--- config.mk ---
export PLATFORM = sky130hd
export DESIGN_NAME = branch_resolve_unit_flat
export DESIGN_NICKNAME = d
export VERILOG_FILES = /design/src/rtl/mips_pkg.sv /design/src/rtl/branch_resolve_unit_if.sv /design/src/rtl/branch_resolve_unit_bht.sv /design/src/rtl/branch_resolve_unit.sv /design/src/flat_wrapper.sv
export SDC_FILE = /design/constraint.sdc
export NUM_CORES = 1
export LEC_CHECK = 0
export BUFFER_PORTS_ARGS = -buffer_cell sky130_fd_sc_hd__buf_2
export CAP_MARGIN = 20
export CORE_UTILIZATION = 38
export CTS_CLUSTER_DIAMETER = 120
export DETAILED_ROUTE_END_ITERATION = 16
export PLACE_DENSITY = 0.61
export SLEW_MARGIN = 20
export SYNTH_ARGS = -nofsm -noshare
export SYNTH_HDL_FRONTEND = slang
export SYNTH_SLANG_ARGS = --single-unit
--- constraint.sdc ---
create_clock -name clk -period 4.3 [get_ports clk]
set_input_delay 0.645 -clock clk [delete_from_list [all_inputs] [get_ports clk]]
set_output_delay 0.645 -clock clk [all_outputs]
set_load 0.02 [all_outputs]
--- src/rtl/mips_pkg.sv ---
// Shared types and helpers for the MIPS pipeline branch logic: branch type
// codes, 2-bit predictor counter states and the taken/saturation rules.
package mips_pkg;

    typedef enum logic [2:0] {
        BR_BEQ  = 3'b000,
        BR_BNE  = 3'b001,
        BR_BLEZ = 3'b010,
        BR_BGTZ = 3'b011,
        BR_BLTZ = 3'b100,
        BR_BGEZ = 3'b101,
        BR_J    = 3'b110,
        BR_RSVD = 3'b111
    } br_type_e;

    localparam logic [1:0] SNT = 2'b00;
    localparam logic [1:0] WNT = 2'b01;
    localparam logic [1:0] WT  = 2'b10;
    localparam logic [1:0] ST  = 2'b11;

    localparam int PERF_W = 32;

    function automatic logic br_taken(input br_type_e br_type, input logic zero, input logic neg);
        logic taken;
        taken = 1'b0;
        case (br_type)
            BR_BEQ:  taken = zero;
            BR_BNE:  taken = !zero;
            BR_BLEZ: taken = neg | zero;
            BR_BGTZ: taken = !neg & !zero;
            BR_BLTZ: taken = neg;
            BR_BGEZ: taken = !neg;
            BR_J:    taken = 1'b1;
            default: taken = 1'b0;
        endcase
        return taken;
    endfunction

    // Only the six compare-based types train the predictor.
    function automatic logic br_is_cond(input br_type_e br_type);
        return (br_type != BR_J) && (br_type != BR_RSVD);
    endfunction

    function automatic logic [1:0] sat_update(input logic [1:0] cnt, input logic taken);
        logic [1:0] next_cnt;
        next_cnt = cnt;
        if (taken) begin
            if (cnt != ST) next_cnt = cnt + 2'd1;
        end else begin
            if (cnt != SNT) next_cnt = cnt - 2'd1;
        end
        return next_cnt;
    endfunction

endpackage

--- src/rtl/branch_resolve_unit_if.sv ---
// Bundle of ID-stage prediction, EX-stage resolution and perf signals
// exchanged between the pipeline and the branch resolve unit.
interface branch_resolve_unit_if
    import mips_pkg::*;
#(
    parameter int DATA_W = 32
);
    logic [DATA_W-1:0] id_pc;
    logic              id_branch;
    logic              id_pred_taken;

    logic              ex_valid;
    logic              ex_branch;
    br_type_e          ex_br_type;
    logic              ex_zero;
    logic              ex_neg;
    logic [DATA_W-1:0] ex_pc;
    logic [DATA_W-1:0] ex_target;
    logic              ex_pred_taken;

    logic              pc_src;
    logic              flush;
    logic [DATA_W-1:0] redirect_pc;
    logic [PERF_W-1:0] perf_branches;
    logic [PERF_W-1:0] perf_mispredicts;

    modport master (
        output id_pc, id_branch,
        output ex_valid, ex_branch, ex_br_type, ex_zero, ex_neg, ex_pc, ex_target, ex_pred_taken,
        input  id_pred_taken, pc_src, flush, redirect_pc, perf_branches, perf_mispredicts
    );

    modport slave (
        input  id_pc, id_branch,
        input  ex_valid, ex_branch, ex_br_type, ex_zero, ex_neg, ex_pc, ex_target, ex_pred_taken,
        output id_pred_taken, pc_src, flush, redirect_pc, perf_branches, perf_mispredicts
    );
endinterface

--- src/rtl/branch_resolve_unit_bht.sv ---
// Branch history table of 2-bit saturating counters: asynchronous read of the
// direction bit, synchronous saturating update, synchronous reset to CNT_INIT.
module bht_table
    import mips_pkg::*;
#(
    parameter int         BHT_IDX_W = 6,
    parameter logic [1:0] CNT_INIT  = WNT
) (
    input  logic                 clk,
    input  logic                 rst,
    input  logic [BHT_IDX_W-1:0] rd_idx,
    output logic                 rd_pred,
    input  logic                 wr_en,
    input  logic [BHT_IDX_W-1:0] wr_idx,
    input  logic                 wr_taken
);
    localparam int DEPTH = 1 << BHT_IDX_W;

    logic [1:0] cnt_reg [DEPTH];
    logic [1:0] cnt_next;

    // Read sees the stored value, so a same-cycle write is not forwarded.
    assign rd_pred  = cnt_reg[rd_idx][1];
    assign cnt_next = sat_update(cnt_reg[wr_idx], wr_taken);

    always_ff @(posedge clk) begin
        if (rst) begin
            for (int i = 0; i < DEPTH; i++) begin
                cnt_reg[i] <= CNT_INIT;
            end
        end else if (wr_en) begin
            cnt_reg[wr_idx] <= cnt_next;
        end
    end
endmodule

--- src/rtl/branch_resolve_unit.sv ---
// Branch decision block: resolves branches/jumps in EX, predicts in ID from the
// BHT, raises flush with a corrected PC on mispredict and counts events.
module branch_resolve_unit
    import mips_pkg::*;
#(
    parameter int         DATA_W     = 32,
    parameter int         BHT_IDX_W  = 6,
    parameter logic [1:0] CNT_INIT   = WNT,
    parameter bit         PREDICT_EN = 1'b1
) (
    input  logic          clk,
    input  logic          rst,
    branch_resolve_unit_if.slave bus
);
    logic                 taken;
    logic                 resolve;
    logic                 update_elig;
    logic                 mispredict;
    logic                 bht_pred;
    logic [DATA_W-1:0]    seq_pc;
    logic [PERF_W-1:0]    perf_br_reg;
    logic [PERF_W-1:0]    perf_mis_reg;

    assign taken       = br_taken(bus.ex_br_type, bus.ex_zero, bus.ex_neg);
    // Reset masks resolution so nothing in flight can flush or train.
    assign resolve     = bus.ex_valid & bus.ex_branch & !rst;
    assign update_elig = resolve & br_is_cond(bus.ex_br_type);
    assign mispredict  = resolve & (taken != bus.ex_pred_taken);
    assign seq_pc      = bus.ex_pc + DATA_W'(4);

    assign bus.pc_src  = resolve & taken;
    assign bus.flush   = mispredict;

    always_comb begin
        bus.redirect_pc = seq_pc;
        if (rst) begin
            bus.redirect_pc = '0;
        end else if (mispredict && taken) begin
            bus.redirect_pc = bus.ex_target;
        end
    end

    bht_table #(
        .BHT_IDX_W (BHT_IDX_W),
        .CNT_INIT  (CNT_INIT)
    ) u_bht (
        .clk      (clk),
        .rst      (rst),
        .rd_idx   (bus.id_pc[BHT_IDX_W+1:2]),
        .rd_pred  (bht_pred),
        .wr_en    (PREDICT_EN & update_elig),
        .wr_idx   (bus.ex_pc[BHT_IDX_W+1:2]),
        .wr_taken (taken)
    );

    assign bus.id_pred_taken = PREDICT_EN & !rst & bus.id_branch & bht_pred;

    always_ff @(posedge clk) begin
        if (rst) begin
            perf_br_reg  <= '0;
            perf_mis_reg <= '0;
        end else begin
            if (update_elig) perf_br_reg  <= perf_br_reg + PERF_W'(1);
            if (mispredict)  perf_mis_reg <= perf_mis_reg + PERF_W'(1);
        end
    end

    assign bus.perf_branches    = perf_br_reg;
    assign bus.perf_mispredicts = perf_mis_reg;
endmodule

--- src/flat_wrapper.sv ---
// flat-port wrapper written by rule: the top's interface ports become plain ports
module branch_resolve_unit_flat import mips_pkg::*;
#(
    parameter int         DATA_W     = 32,
    parameter int         BHT_IDX_W  = 6,
    parameter logic [1:0] CNT_INIT   = WNT,
    parameter bit         PREDICT_EN = 1'b1
)
  (clk, rst, bus_id_pc, bus_id_branch, bus_ex_valid, bus_ex_branch, bus_ex_br_type, bus_ex_zero, bus_ex_neg, bus_ex_pc, bus_ex_target, bus_ex_pred_taken, bus_id_pred_taken, bus_pc_src, bus_flush, bus_redirect_pc, bus_perf_branches, bus_perf_mispredicts);
  branch_resolve_unit_if #(.DATA_W(DATA_W)) bus_i ();
  input  logic clk;
  input  logic rst;
  input wire logic [$bits(bus_i.id_pc)-1:0] bus_id_pc;
  input wire logic [$bits(bus_i.id_branch)-1:0] bus_id_branch;
  input wire logic [$bits(bus_i.ex_valid)-1:0] bus_ex_valid;
  input wire logic [$bits(bus_i.ex_branch)-1:0] bus_ex_branch;
  input wire logic [$bits(bus_i.ex_br_type)-1:0] bus_ex_br_type;
  input wire logic [$bits(bus_i.ex_zero)-1:0] bus_ex_zero;
  input wire logic [$bits(bus_i.ex_neg)-1:0] bus_ex_neg;
  input wire logic [$bits(bus_i.ex_pc)-1:0] bus_ex_pc;
  input wire logic [$bits(bus_i.ex_target)-1:0] bus_ex_target;
  input wire logic [$bits(bus_i.ex_pred_taken)-1:0] bus_ex_pred_taken;
  output wire logic [$bits(bus_i.id_pred_taken)-1:0] bus_id_pred_taken;
  output wire logic [$bits(bus_i.pc_src)-1:0] bus_pc_src;
  output wire logic [$bits(bus_i.flush)-1:0] bus_flush;
  output wire logic [$bits(bus_i.redirect_pc)-1:0] bus_redirect_pc;
  output wire logic [$bits(bus_i.perf_branches)-1:0] bus_perf_branches;
  output wire logic [$bits(bus_i.perf_mispredicts)-1:0] bus_perf_mispredicts;
  assign bus_i.id_pc = bus_id_pc;
  assign bus_i.id_branch = bus_id_branch;
  assign bus_i.ex_valid = bus_ex_valid;
  assign bus_i.ex_branch = bus_ex_branch;
  assign bus_i.ex_br_type = bus_ex_br_type;
  assign bus_i.ex_zero = bus_ex_zero;
  assign bus_i.ex_neg = bus_ex_neg;
  assign bus_i.ex_pc = bus_ex_pc;
  assign bus_i.ex_target = bus_ex_target;
  assign bus_i.ex_pred_taken = bus_ex_pred_taken;
  assign bus_id_pred_taken = bus_i.id_pred_taken;
  assign bus_pc_src = bus_i.pc_src;
  assign bus_flush = bus_i.flush;
  assign bus_redirect_pc = bus_i.redirect_pc;
  assign bus_perf_branches = bus_i.perf_branches;
  assign bus_perf_mispredicts = bus_i.perf_mispredicts;
  branch_resolve_unit #(.DATA_W(DATA_W), .BHT_IDX_W(BHT_IDX_W), .CNT_INIT(CNT_INIT), .PREDICT_EN(PREDICT_EN)) u_core (.clk(clk), .rst(rst), .bus(bus_i));
endmodule
======== After elaboration in Yosys (flattened, before gate mapping) ========
Memories as Yosys holds them, arrays and structs flattened.
Index checks and enable logic that the tools add are counted.
Widths: inputs -> output; s select.
storage, ports and cells
  flip-flop bits (word level) ............. 64
  bits in writable memories ............... 128
  output and inout port bits .............. 99
  word-level logic and storage cells ...... 49
  memories kept ........................... 1
memories
  name                  depth  width  rd ports  clocked after Yosys merged registers in  write ports  RTL line                       text
  u_core.u_bht.cnt_reg  64     2      2         0                                        64           branch_resolve_unit_bht.sv:19  logic [1:0] cnt_reg [DEPTH];
cells by class
  $add $sub $neg .......................... 5
  equal/unequal tests ..................... 10
  muxes and demuxes ....................... 14
  bitwise logic cells ..................... 9
  reduce and logical (&&, ||, !) cells .... 8
operators by type and width
  operator               count
  $add 32x1->32 const B  2
  $mux 32                2
  $add 32x3->32 const B  1
  $eq 3x3->1 const B     3
  $and 1x1->1            8
  $mux 2                 4
  $pmux 1 s7             1
  $eq 3x2->1 const B     2
  $mux 1                 6
  $mux 6                 1
  $ne 3x3->1 const B     2
  $eq 3x1->1 const B     1
  $logic_not 1->1        3
  $logic_not 3->1        1
  $add 2x1->2 const B    1
  $logic_and 1x1->1      2
  $ne 2x2->1 const B     1
  $reduce_bool 2->1      1
  $reduce_or 2->1        1
  $sub 2x1->2 const B    1
  $ne 1x1->1             1
  $or 1x1->1             1

======== Logic depth before layout (Yosys ltp) ========
Gate-level depths: netlist (run 1).
  depth in word-level cells ............... 8
  depth in mapped cells ................... 11

======== By module ========
Synthesis (run 1) repeated with hierarchy kept, for this count alone.
unflattened totals
  cell total of the unflattened synthesis .. 1152
  area total of the unflattened synthesis .. 11154.4 um^2
by module, submodules not included
  module               times used  cells each  area an instance (um^2)  seq. area each (um^2)
  bht_table            1           625         7086.8                   3843.7
  branch_resolve_unit  1           527         4067.7                   1281.2

======== Worst setup path after synthesis (run 1) ========
Ideal clock, no wire load.
  path type ............................... input to output
  start ................................... in bus_id_pc[2]
  end ..................................... out bus_id_pred_taken
  arrival ................................. 3.121 ns
  data required time ...................... 3.655 ns
  setup slack ............................. 0.534 ns
  cell stages on the path ................. 6
  path buffers ............................ 2
  cell sequence ........................... buf_2 -> buf_1 -> mux4_2 -> mux4_2 -> mux4_2 -> and3b_1
between the ends
  longest elaborated chain between the ends .. 2
ends and longest elaborated chain
  what             RTL line                   text
  start, declared  flat_wrapper.sv:13         input wire logic [$bits(bus_i.id_pc)-1:0] bus_id_pc;
  $mem_v2 64x2     n/a
  $and 1x1->1      branch_resolve_unit.sv:56  assign bus.id_pred_taken = PREDICT_EN & !rst & bus.id_branch & bht_pred;
  end, declared    flat_wrapper.sv:23         output wire logic [$bits(bus_i.id_pred_taken)-1:0] bus_id_pred_taken;
No other way between the ends.

======== Final worst setup path (run 1) ========
  start ................................... in bus_ex_pc[3]
  end ..................................... out bus_redirect_pc[29]
between the ends
  longest elaborated chain between the ends .. 3
ends and longest elaborated chain
  what             RTL line                   text
  start, declared  flat_wrapper.sv:20         input wire logic [$bits(bus_i.ex_pc)-1:0] bus_ex_pc;
  $add 32x3->32    branch_resolve_unit.sv:29  assign seq_pc = bus.ex_pc + DATA_W'(4);
  $mux 32          branch_resolve_unit.sv:38  end else if (mispredict && taken) begin
  $mux 32          branch_resolve_unit.sv:36  if (rst) begin
  end, declared    flat_wrapper.sv:26         output wire logic [$bits(bus_i.redirect_pc)-1:0] bus_redirect_pc;
No other way between the ends.

==> reports/metrics.cfg, run 1 <==
[critical_path]
cp_max_fo=14
r2r_cells=8
path_cells=buf_2 -> and2_1 -> nand2_1 -> nor2_1 -> and2_1 -> nand3_1 -> or3_1 -> a311oi_1 -> buf_2
crit_buf_inv=2
crit_path_top_delay_cell=and2_1
worstPathRequired_ns=3.65
reg2reg_slack_ns=1.40
reg2reg_from=u_core.u_bht.cnt_reg[52][1]$_SDFFCE_PN0P_
regToRegEndpoint=u_core.u_bht.cnt_reg[57][1]$_SDFFCE_PN0P_
cp-end-kind=output pin
crit_arrival_ns=3.24
path_class=input pin to output pin
crit_family=simple AND/OR/NAND/NOR gates
crit_path_max_incr_delay_ns=0.41
critPathLaunchType=input pin

[final_layout]
fin_area_um2=13100
nNetsFinal=1378
drive_gt1_share_pct=25.1
fillerInstances=2724
area_growth_pct=18.5
largest_register_ffs=128
finalNonFillerCells=1665
n_antenna_cell=0

[grt]
first_global_vias=8668
grt_pass1_wl_mm=48.6
antenna_found_initial=0
gr-total-overflow=0
grt_use_total_pct=21.8
grt_max_degree=85

[timing]
drv_slew=0
hold_viol=0
max_freq_mhz=257
period_share_pct=90.4
setup-tns-final_ns=0
setup_viol=0
period_needed_ns=3.89
max_slew_margin_pct=44.3
skew_ns=0.0167
worst_hold_slack_ns=0.492
grt_setup_unrepaired=no
worst_slew_pin_slew_ns=0.835

[logic_synthesis]
ys_types=56
synth_async_sr_flop_share_pct=0
synth_top_cell_area_share_pct=34.8
yosys.area.top_type=edfxtp_1
synth_fp_nets=1216
synthesis.area_um2=11000
syn_area_per_cell_um2=9.98
synth_warnings=0
yosys-top-cells-area=edfxtp_1, dfxtp_1, mux4_2, xor2_1, nor2_1
ys_ff_latch=192
yosysSeqAreaShare_pct=46.4
syn_inst=1106
synth_edf_count=128
synth_flop_cell=edfxtp_1

[route]
drt_iter0_drc=752
wirelength_mm=32.4
drc=0
detail_route.vias_per_cell=5.56
vias=9264
routedWlPerCell_um=19.5
drt-pass1-iter-count=8
ant_nets=0

[clock_tree]
cts_setup_buffers=0
ctsResizeCount=0
cts_tree=done
cts_sinks=192
clockBufferDepth=2
numCtsBuffers=17
hold_buffers=0
root_buffer=clkbuf_16
insertion_delay_ns=0.44
cts_max_level=4
clk_pin_slew_ns=0.07

[die]
start_util_pct=38.6
core_area_um2=28600
die_y_um=172
die_area_um2=29700
die_w_um=172
rows=62
io_pins=206

[power]
seqPwrFrac_pct=48.3
p_per_area_nw_per_um2=318
peakVddDrop_v=0.000251
p_leak_nw=5.01
switching_share_pct=28.6
totalPowerFinal_w=0.00416
netSwitchingPower_w=0.00119
combPwrFrac_pct=15.2
clkPwrFrac_pct=36.5
intPower_w=0.00297

[placed_design]
placed_cell_area_um2=12500
port_buffers=179
placedCellCount=1633
place_congestion=0.857
hpwlAfterDp_mm=22.9

[worst_hold_path]
min_path_type=register to register
whs_path_depth=2
whs_endpoint=u_core.bus.perf_branches[1]$_SDFFE_PP0P_
hold_start=u_core.bus.perf_branches[1]$_SDFFE_PP0P_

[job]
maxCapViolCount=0

[status]
outcome=complete, no violations

## final cells by class
| type | count | area, um2 | share of cell area, % |
|---|---|---|---|
| inverter | 6 | 22.5 | 0.172 |
| clock inverter | 14 | 123 | 0.937 |
| clock buffer | 18 | 429 | 3.28 |
| sequential | 192 | 5120 | 39.2 |
| tap | 384 | 480 | 3.67 |
| timing repair buffer | 224 | 1310 | 10.0 |
| multi-input combinational | 827 | 5590 | 42.8 |
## cell usage in the layout, fill, tap and decap left out, types with 4 or more instances in the layout
cell	n
nand3_1	45
and3_1	25
o21ai_0	24
xnor2_1	19
buf_12	6
nand4_1	18
o21ai_1	12
buf_2	178
o21bai_1	38
a21o_1	7
mux2i_1	28
nor3_1	10
clkbuf_16	17
nor2_1	128
nor3b_1	4
and2_1	5
and4_1	12
a311oi_1	4
mux2_2	4
a211oi_1	34
mux4_2	30
o211ai_1	8
edfxtp_1	128
nand2b_1	45
a21boi_1	19
inv_6	6
or3_1	10
a21oi_1	61
a221oi_1	9
or2_2	22
buf_4	40
nor2b_1	4
inv_1	5
nand2_1	101
xor2_1	66
dfxtp_1	64
## kinds of logic (layout without fill, tap and decap cells)
group                      after synthesis  after routing  synth area share, %
xor gates and xnor gates                86             86                 6.95
and+or+nand+nor                        441            441                 19.7
muxes                                   62             62                 9.06
buffers and inverters                   87            262                 3.36
adders and majority gates                3              3                0.340
AOI/OAI and AO/OA                      235            235                 14.2
DFF                                    192            192                 46.4
## layer usage
metal | routed length (um) | vias up | track usage, %
met3 | 1570 | 60 | 3.36
met4 | 983 | 0 | 8.89
met5 | 0 | - | 0
met1 | 14300 | 4535 | 29.1
li1 | - | 4363 | -
met2 | 15600 | 306 | 35.2
## how the worst max path moves through the flow
stage               cells past startpoint                   to         start
floorplan                               6    bus_id_pred_taken  bus_id_pc[2]
detailed placement                      9  bus_redirect_pc[29]  bus_ex_pc[3]
global route                            9  bus_redirect_pc[29]  bus_ex_pc[3]
finish                                  9  bus_redirect_pc[29]  bus_ex_pc[3]
CTS                                     9  bus_redirect_pc[29]  bus_ex_pc[3]
global placement                        9  bus_redirect_pc[29]  bus_ex_pc[3]
## synth_stat cells (3+ instances only)
master	count
or3_1	11
xnor2_1	19
nor3b_1	4
o21ai_1	13
and3b_1	3
mux2i_1	28
nand3_1	45
and2_1	5
a21boi_1	19
inv_1	5
nand2b_1	45
buf_4	3
o21ai_0	24
a311oi_1	4
nand4_1	18
and4_1	12
a21oi_1	61
nor2_1	128
o21bai_1	38
a21o_1	7
edfxtp_1	128
nor3_1	10
a221oi_1	9
nand2_1	101
a211oi_1	34
nor2b_1	4
buf_2	27
o22a_1	3
dfxtp_1	64
clkbuf_1	50
o22ai_1	3
mux4_2	30
ha_1	3
and3_1	25
o211ai_1	8
xor2_1	66
mux2_2	4
or2_2	22
## through the flow
step / utilization, % / setup slack [ns]
floorplan: - / 0.534
global placement: 43.8 / 0.408
detailed placement: 43.8 / 0.401
CTS: 45.7 / 0.402
global route: 45.7 / 0.246
finish: 45.7 / 0.414
## worst min-delay path: stages (launching register included)
cell and delay (ns):
dfxtp_1 0.34, nand2_1 0.06, a21oi_1 0.05
## power by group through the flow
stage,Combinational (W),Sequential (W),Clock (W)
floorplan,0.000374,0.00204,0
global placement,0.000623,0.00205,0
detailed placement,0.000624,0.00205,0
CTS,0.000626,0.00201,0.00154
global route,0.000670,0.00201,0.00161
finish,0.000630,0.00201,0.00152
No activity file was read; power rests on OpenSTA's default activity.
==> run 2: changes to the inputs <==
- ABC_AREA: not set -> 1
- GPL_TIMING_DRIVEN: not set -> 0
==> run 2 against run 1 <==
Effect of this change:
- utilization decreased by 0.48 points
- synthesized area grew 13%
- combinational power is 16% higher
- power grew 4.5%
- worst hold slack is essentially flat
- register-to-register slack improved by 0.71 ns
- maximum frequency is 6.1% higher
- first-iteration DRC count up 78%
- non-clock buffer count grew 33
- critical endpoint is now bus_redirect_pc[30]
- largest cell class unchanged
==> reports/metrics.cfg, run 2 <==
[timing]
drv_slew=0  ; unchanged
worst_hold_slack_ns=0.492  ; +0.0000370 ns
max_freq_mhz=273  ; +6.1%
period_share_pct=85.2  ; -5.2 points
max_slew_margin_pct=37.2  ; -7.1 points
worst_slew_pin_slew_ns=0.941  ; +0.106 ns
grt_setup_unrepaired=no
setup_viol=0  ; unchanged
skew_ns=0.0156  ; -0.00113 ns
period_needed_ns=3.66  ; -0.225 ns
hold_viol=0  ; unchanged
setup-tns-final_ns=0  ; unchanged

[logic_synthesis]
yosys-top-cells-count=nand2_1, nor2_1, inv_1
synth_compound_area_share_pct=8.25  ; -5.9 points
syn_inst=1818  ; +64%
synth_fp_nets=1928  ; +59%
yosys-top-cells-area=edfxtp_1, nand2_1, dfxtp_1, nor2_1, inv_1
synth_async_sr_flop_share_pct=0  ; unchanged
yosys.area_share.simple_pct=35.4  ; +16 points
muxShareOfSynthArea_pct=0  ; -9.1 points
syn_area_per_cell_um2=6.84  ; -31%
synth_edf_count=128  ; unchanged
ys_types=40  ; -29%
synthesis.area_um2=12400  ; +13%
synth_top_family_by_area=simple AND/OR/NAND/NOR gates
synth_most_common_cell=nand2_1
yosysSeqAreaShare_pct=41.2  ; -5.2 points
synth_warnings=0  ; unchanged
synth_xor_xnor_area_share_pct=4.15  ; -2.8 points
synth_top_cell_area_share_pct=30.9  ; -3.9 points
synth_flop_cell=edfxtp_1
synthAdderAreaFrac_pct=0.302  ; -0.038 points
ys_ff_latch=192  ; unchanged
yosys.area.top_type=edfxtp_1

[die]
die_y_um=183  ; +6.1%
rows=65  ; +4.8%
die_w_um=183  ; +6.1%
die_area_um2=33500  ; +12%
start_util_pct=39.0  ; +0.44 points
core_area_um2=31900  ; +11%
io_pins=206  ; unchanged

[clock_tree]
ctsResizeCount=0  ; unchanged
clk_pin_slew_ns=0.08  ; about the same
root_buffer=clkbuf_16
cts_sinks=192  ; unchanged
cts_max_level=4  ; unchanged
cts_setup_buffers=0  ; unchanged
clockBufferDepth=2  ; unchanged
hold_buffers=0  ; unchanged
numCtsBuffers=17  ; unchanged
cts_tree=done
insertion_delay_ns=0.46  ; +0.02 ns

[grt]
antenna_found_initial=0  ; unchanged
grt_use_total_pct=27.0  ; +5.2 points
busiest_layer=met2
grt_pass1_wl_mm=68.3  ; +40%
grt_max_degree=19  ; -78%
gr-total-overflow=0  ; unchanged
use_met2_pct=44.5  ; +9.3 points
globalRouteMet1Util_pct=34.9  ; +5.8 points
use_met3_pct=4.71  ; +1.3 points
first_global_vias=11800  ; +36%

[final_layout]
final_common_cell=nand2_1
fillerInstances=3368  ; +24%
area_growth_pct=15.9
n_antenna_cell=0  ; unchanged
final_core_util_pct=45.2  ; -0.48 points
drive_gt1_share_pct=13.7  ; -11 points
mostFrequentLayoutCells=nand2_1, nor2_1, inv_1
nNetsFinal=2119  ; +54%
fin_area_um2=14400  ; +10%
largest_register_ffs=128  ; unchanged

[route]
detail_route.vias_per_cell=5.22  ; -6.3%
drt_iter0_drc=1342  ; +78%
wirelength_mm=44.9  ; +38%
drc=0  ; unchanged
ant_nets=0  ; unchanged
routedWlPerCell_um=18.3  ; -6.2%
drt-pass1-iter-count=7  ; -1
vias=12800  ; +38%

[power]
p_leak_nw=5.98  ; +19%
peakVddDrop_v=0.000297  ; +18%
p_per_area_nw_per_um2=301  ; -5.2%

[critical_path]
critPathLaunchType=input pin
crit_arrival_ns=3.02  ; -0.22 ns
crit_path_top_delay_cell=xnor2_1
worstPathRequired_ns=3.65  ; about the same
cp_max_fo=10  ; -4
path_common_cell=nand2_1
crit_buf_inv=4  ; +2
cp-end-kind=output pin
crit_path_max_incr_delay_ns=0.56  ; +0.15 ns
path_class=input pin to output pin
path_cells=buf_2 -> nand2_1 -> inv_1 -> nor2_1 -> nand2_1 -> xnor2_1 -> nor2_1 -> nand2_1 -> clkbuf_1 -> o21ai_0 -> a31oi_1 -> buf_2
crit_family=buffers and inverters

[placed_design]
hpwlAfterDp_mm=32.7  ; +43%
port_buffers=172  ; -3.9%
placed_cell_area_um2=13800  ; +10%
place_congestion=0.985  ; +15%

[job]
maxCapViolCount=0  ; unchanged

[status]
outcome=complete, no violations

[worst_hold_path]
min_path_type=register to register

run 2: cell count changes in the layout (fill, tap and decap cells not counted), moves of 30 or more:
cell | before | now
mux4_2 | 30 | 0
nand3_1 | 45 | 158
a21oi_1 | 61 | 109
nor2_1 | 128 | 225
clkbuf_1 | 1 | 34
nand2_1 | 101 | 567
a211oi_1 | 34 | 0
xor2_1 | 66 | 36
nor3_1 | 10 | 45
o21bai_1 | 38 | 1
inv_1 | 5 | 221
o21ai_0 | 24 | 78
nand2b_1 | 45 | 0
run 2: kinds of logic (layout without fill, tap and decap cells):
family / count (synthesis) / after routing
compound gates: 202 / 202
fa+ha+maj: 3 / 3
simple gates: 1050 / 1050
buf+inv: 312 / 516
flops: 192 / 192
xor+xnor: 59 / 59
run 2: worst register-to-register path, stage by stage, from the launching register on:
cell and delay, ns:
edfxtp_1 0.41, inv_1 0.09, nand2_1 0.06, nand3_1 0.10, o21ai_0 0.08, o21ai_1 0.21
nand2_1 0.09, nor2_2 0.16, nand3_4 0.14, nand2_4 0.24, buf_4 0.24, nand3_1 0.10
run 2: worst paths after layout:
check,startpoint,end,slack [ns],cells past startpoint
worst max-delay path,bus_ex_br_type[2],bus_redirect_pc[30],0.64,12
worst min-delay path,u_core.bus.perf_mispredicts[10]$_SDFFE_PP0P_,u_core.bus.perf_mispredicts[10]$_SDFFE_PP0P_,0.49,2
worst max register to register,u_core.u_bht.cnt_reg[26][1]$_SDFFCE_PN0P_,u_core.u_bht.cnt_reg[52][0]$_SDFFCE_PN1P_,2.11,11
worst min register to register,u_core.bus.perf_mispredicts[10]$_SDFFE_PP0P_,u_core.bus.perf_mispredicts[10]$_SDFFE_PP0P_,0.49,2
run 2: cell type report:
cell class / count / area, um2 / share of cell area, %
Multi-Input combinational cell: 1314 / 5980 / 41.5
Sequential cell: 192 / 5120 / 35.5
Timing Repair Buffer: 172 / 861 / 5.97
Inverter: 227 / 852 / 5.91
Tap cell: 435 / 544 / 3.77
Buffer: 85 / 483 / 3.35
Clock buffer: 17 / 425 / 2.95
Clock inverter: 15 / 153 / 1.06
run 2: metrics by stage:
stage,setup slack (ns),power [W],instances
3_5_place_dp,0.567,0.00276,2425
5_1_grt,0.375,0.00448,2457
2_1_floorplan,1.31,0.00248,1818
3_3_place_gp,0.638,0.00276,2425
6_report,0.638,0.00434,2457
4_1_cts,0.553,0.00434,2457
run 2: power by group:
group | total (W) | leakage (nW) | internal, W | switching (W)
Clock | 0.00161 | 0.287 | 0.000819 | 0.000791
Sequential | 0.00200 | 1.62 | 0.00199 | 0.0000161
Combinational | 0.000730 | 4.08 | 0.000209 | 0.000521
run 2: routing by layer:
metal | up-vias | share of wire [%]
met4 | 0 | 3.7
met2 | 590 | 47
met1 | 5930 | 41
met3 | 95 | 8.4
li1 | 6200 | -
met5 | - | 0
==> run 3: changes to the inputs <==
- ABC_CLOCK_PERIOD_IN_PS: not set -> 4300
- RECOVER_POWER: not set -> 50
==> run 3 against run 2 <==
Effect of this change:
- final cell count stayed put
- clock power about the same
- sequential power about the same
- non-clock buffer count stayed put
- power down 0.64%
- sequential share of layout area rose by 0.41 points
- first-iteration DRC count up 1.9%
- via count increased by 0.32%
- critical path depth is the same
- count of clock-buffer cells in the layout did not move
- largest cell class unchanged
==> reports/metrics.cfg, run 3 (synthesis gave the netlist of run 2 again) <==
[clock_tree]
cts_sinks=192  ; unchanged
cts_max_level=4  ; unchanged
root_buffer=clkbuf_16
clockBufferDepth=2  ; unchanged
ctsResizeCount=0  ; unchanged
cts_setup_buffers=0  ; unchanged
clk_pin_slew_ns=0.08  ; about the same
hold_buffers=0  ; unchanged
numCtsBuffers=17  ; unchanged
cts_tree=done
insertion_delay_ns=0.46  ; about the same

[route]
vias=12900  ; +0.32%
ant_nets=0  ; unchanged
wirelength_mm=45.0  ; +0.12%
drt-pass1-iter-count=6  ; -1
routedWlPerCell_um=18.3  ; +0.12%
drc=0  ; unchanged
drt_iter0_drc=1367  ; +1.9%
detail_route.vias_per_cell=5.23  ; +0.32%

[final_layout]
nNetsFinal=2119  ; unchanged
finalNonFillerCells=2457  ; unchanged
fillerInstances=3421  ; +1.6%
final_common_cell=nand2_1
n_antenna_cell=0  ; unchanged
mostFrequentLayoutCells=nand2_1, nor2_1, inv_1
multi_input_area_um2=5950  ; -0.48%
drive_gt1_share_pct=9.55  ; -4.2 points
largest_register_ffs=128  ; unchanged
area_growth_pct=14.6
regArea_um2=5120  ; unchanged

[critical_path]
crit_arrival_ns=3.01  ; about the same
reg2reg_slack_ns=1.49  ; -0.62 ns
cp_max_fo=10  ; unchanged
path_common_cell=nand2_1
worstPathRequired_ns=3.65  ; about the same
critPathLaunchType=input pin
crit_buf_inv=4  ; unchanged
crit_path_max_incr_delay_ns=0.56  ; about the same
path_cells=buf_2 -> nand2_1 -> inv_1 -> nor2_1 -> nand2_1 -> xnor2_1 -> nor2_1 -> nand2_1 -> clkbuf_1 -> o21ai_0 -> a31oi_1 -> buf_2
crit_path_top_delay_cell=xnor2_1
cp-end-kind=output pin
path_class=input pin to output pin
crit_family=buffers and inverters

[power]
p_leak_nw=5.64  ; -5.7%
totalPowerFinal_w=0.00431  ; -0.64%
p_per_area_nw_per_um2=303  ; +0.51%
peakVddDrop_v=0.000295  ; -0.71%

[die]
die_area_um2=33500  ; unchanged
core_area_um2=31900  ; unchanged
die_w_um=183  ; unchanged
rows=65  ; unchanged
io_pins=206  ; unchanged
start_util_pct=39.0  ; unchanged
die_y_um=183  ; unchanged

[grt]
antenna_found_initial=0  ; unchanged
grt_use_total_pct=27.0  ; unchanged
grt_max_degree=19  ; unchanged
first_global_vias=11800  ; unchanged
grt_pass1_wl_mm=68.3  ; unchanged
gr-total-overflow=0  ; unchanged

[placed_design]
placedCellCount=2425  ; unchanged
port_buffers=172  ; unchanged
place_congestion=0.985  ; unchanged
hpwlAfterDp_mm=32.7  ; unchanged

[timing]
period_needed_ns=3.65  ; -0.00877 ns
hold_viol=0  ; unchanged
max_slew_margin_pct=37.6  ; +0.39 points
period_share_pct=84.9  ; -0.20 points
worst_slew_pin_slew_ns=0.933  ; -0.00853 ns
setup-tns-final_ns=0  ; unchanged
skew_ns=0.0158  ; +0.000213 ns
max_freq_mhz=274  ; +0.24%
drv_slew=0  ; unchanged
grt_setup_unrepaired=no
setup_viol=0  ; unchanged

[worst_hold_path]
min_path_type=register to register

[status]
outcome=complete, no violations

[job]
maxCapViolCount=0  ; unchanged

==> run 3: cell types whose count changed in the layout (fill, tap and decap cells not counted) <==
cell / previous run / this run
inv_1: 221 / 223
nand2_8: 1 / 0
buf_1: 2 / 1
inv_2: 5 / 3
nand2_1: 567 / 568
nor2_1: 225 / 226
nand3_1: 158 / 159
clkbuf_1: 34 / 114
nor2_4: 5 / 4
buf_6: 10 / 4
nand3_2: 1 / 0
buf_2: 194 / 121
==> run 3: per-stage QoR <==
step	worst slack, ns	hold WS [ns]	util (%)	cell area (um2)
after detailed placement	0.567	0.484	43.4	13800
after global routing	0.374	0.517	44.7	14300
after CTS	0.553	0.496	45.2	14400
after floorplan	1.31	0.543	-	12400
final	0.647	0.495	44.7	14300
after global placement	0.638	0.480	43.4	13800
==> run 3: where the power goes <==
group	switching [W]	internal (W)	leakage, nW
Clock	0.000793	0.000819	0.287
Combinational	0.000514	0.000186	3.74
Sequential	0.0000163	0.00199	1.62
==> run 3: path summary, 6_finish.rpt <==
kind	start	end	depth (start not counted)
worst max-delay path	bus_ex_br_type[1]	bus_redirect_pc[30]	12
worst min-delay path	u_core.bus.perf_mispredicts[10]$_SDFFE_PP0P_	u_core.bus.perf_mispredicts[10]$_SDFFE_PP0P_	2
worst max register to register	u_core.u_bht.cnt_reg[10][1]$_SDFFCE_PN0P_	u_core.u_bht.cnt_reg[56][1]$_SDFFCE_PN0P_	13
worst min register to register	u_core.bus.perf_mispredicts[10]$_SDFFE_PP0P_	u_core.bus.perf_mispredicts[10]$_SDFFE_PP0P_	2
==> run 3: area by class of cell <==
type | count | area share, %
Buffer | 85 | 3.03
Clock buffer | 17 | 2.98
Clock inverter | 15 | 1.07
Inverter | 227 | 5.98
Multi-Input combinational cell | 1314 | 41.7
Sequential cell | 192 | 35.9
Tap cell | 435 | 3.82
Timing Repair Buffer | 172 | 5.44
==> run 3: metal layers <==
metal	up-vias	wire length, um	GRT usage (%)
li1	6203	-	-
met1	5996	18700	34.9
met2	557	21000	44.5
met3	100	3650	4.71
met4	0	1630	10.9
met5	-	0	0
==> run 3: worst reg2reg max path: cells and delay by family, from the launching register on <==
kind / cells / cell delay (ns)
AO/OA/AOI/OAI: 2 / 0.31
buffers and inverters: 2 / 0.68
flip-flops: 1 / 0.38
AND/OR/NAND/NOR: 9 / 1.17
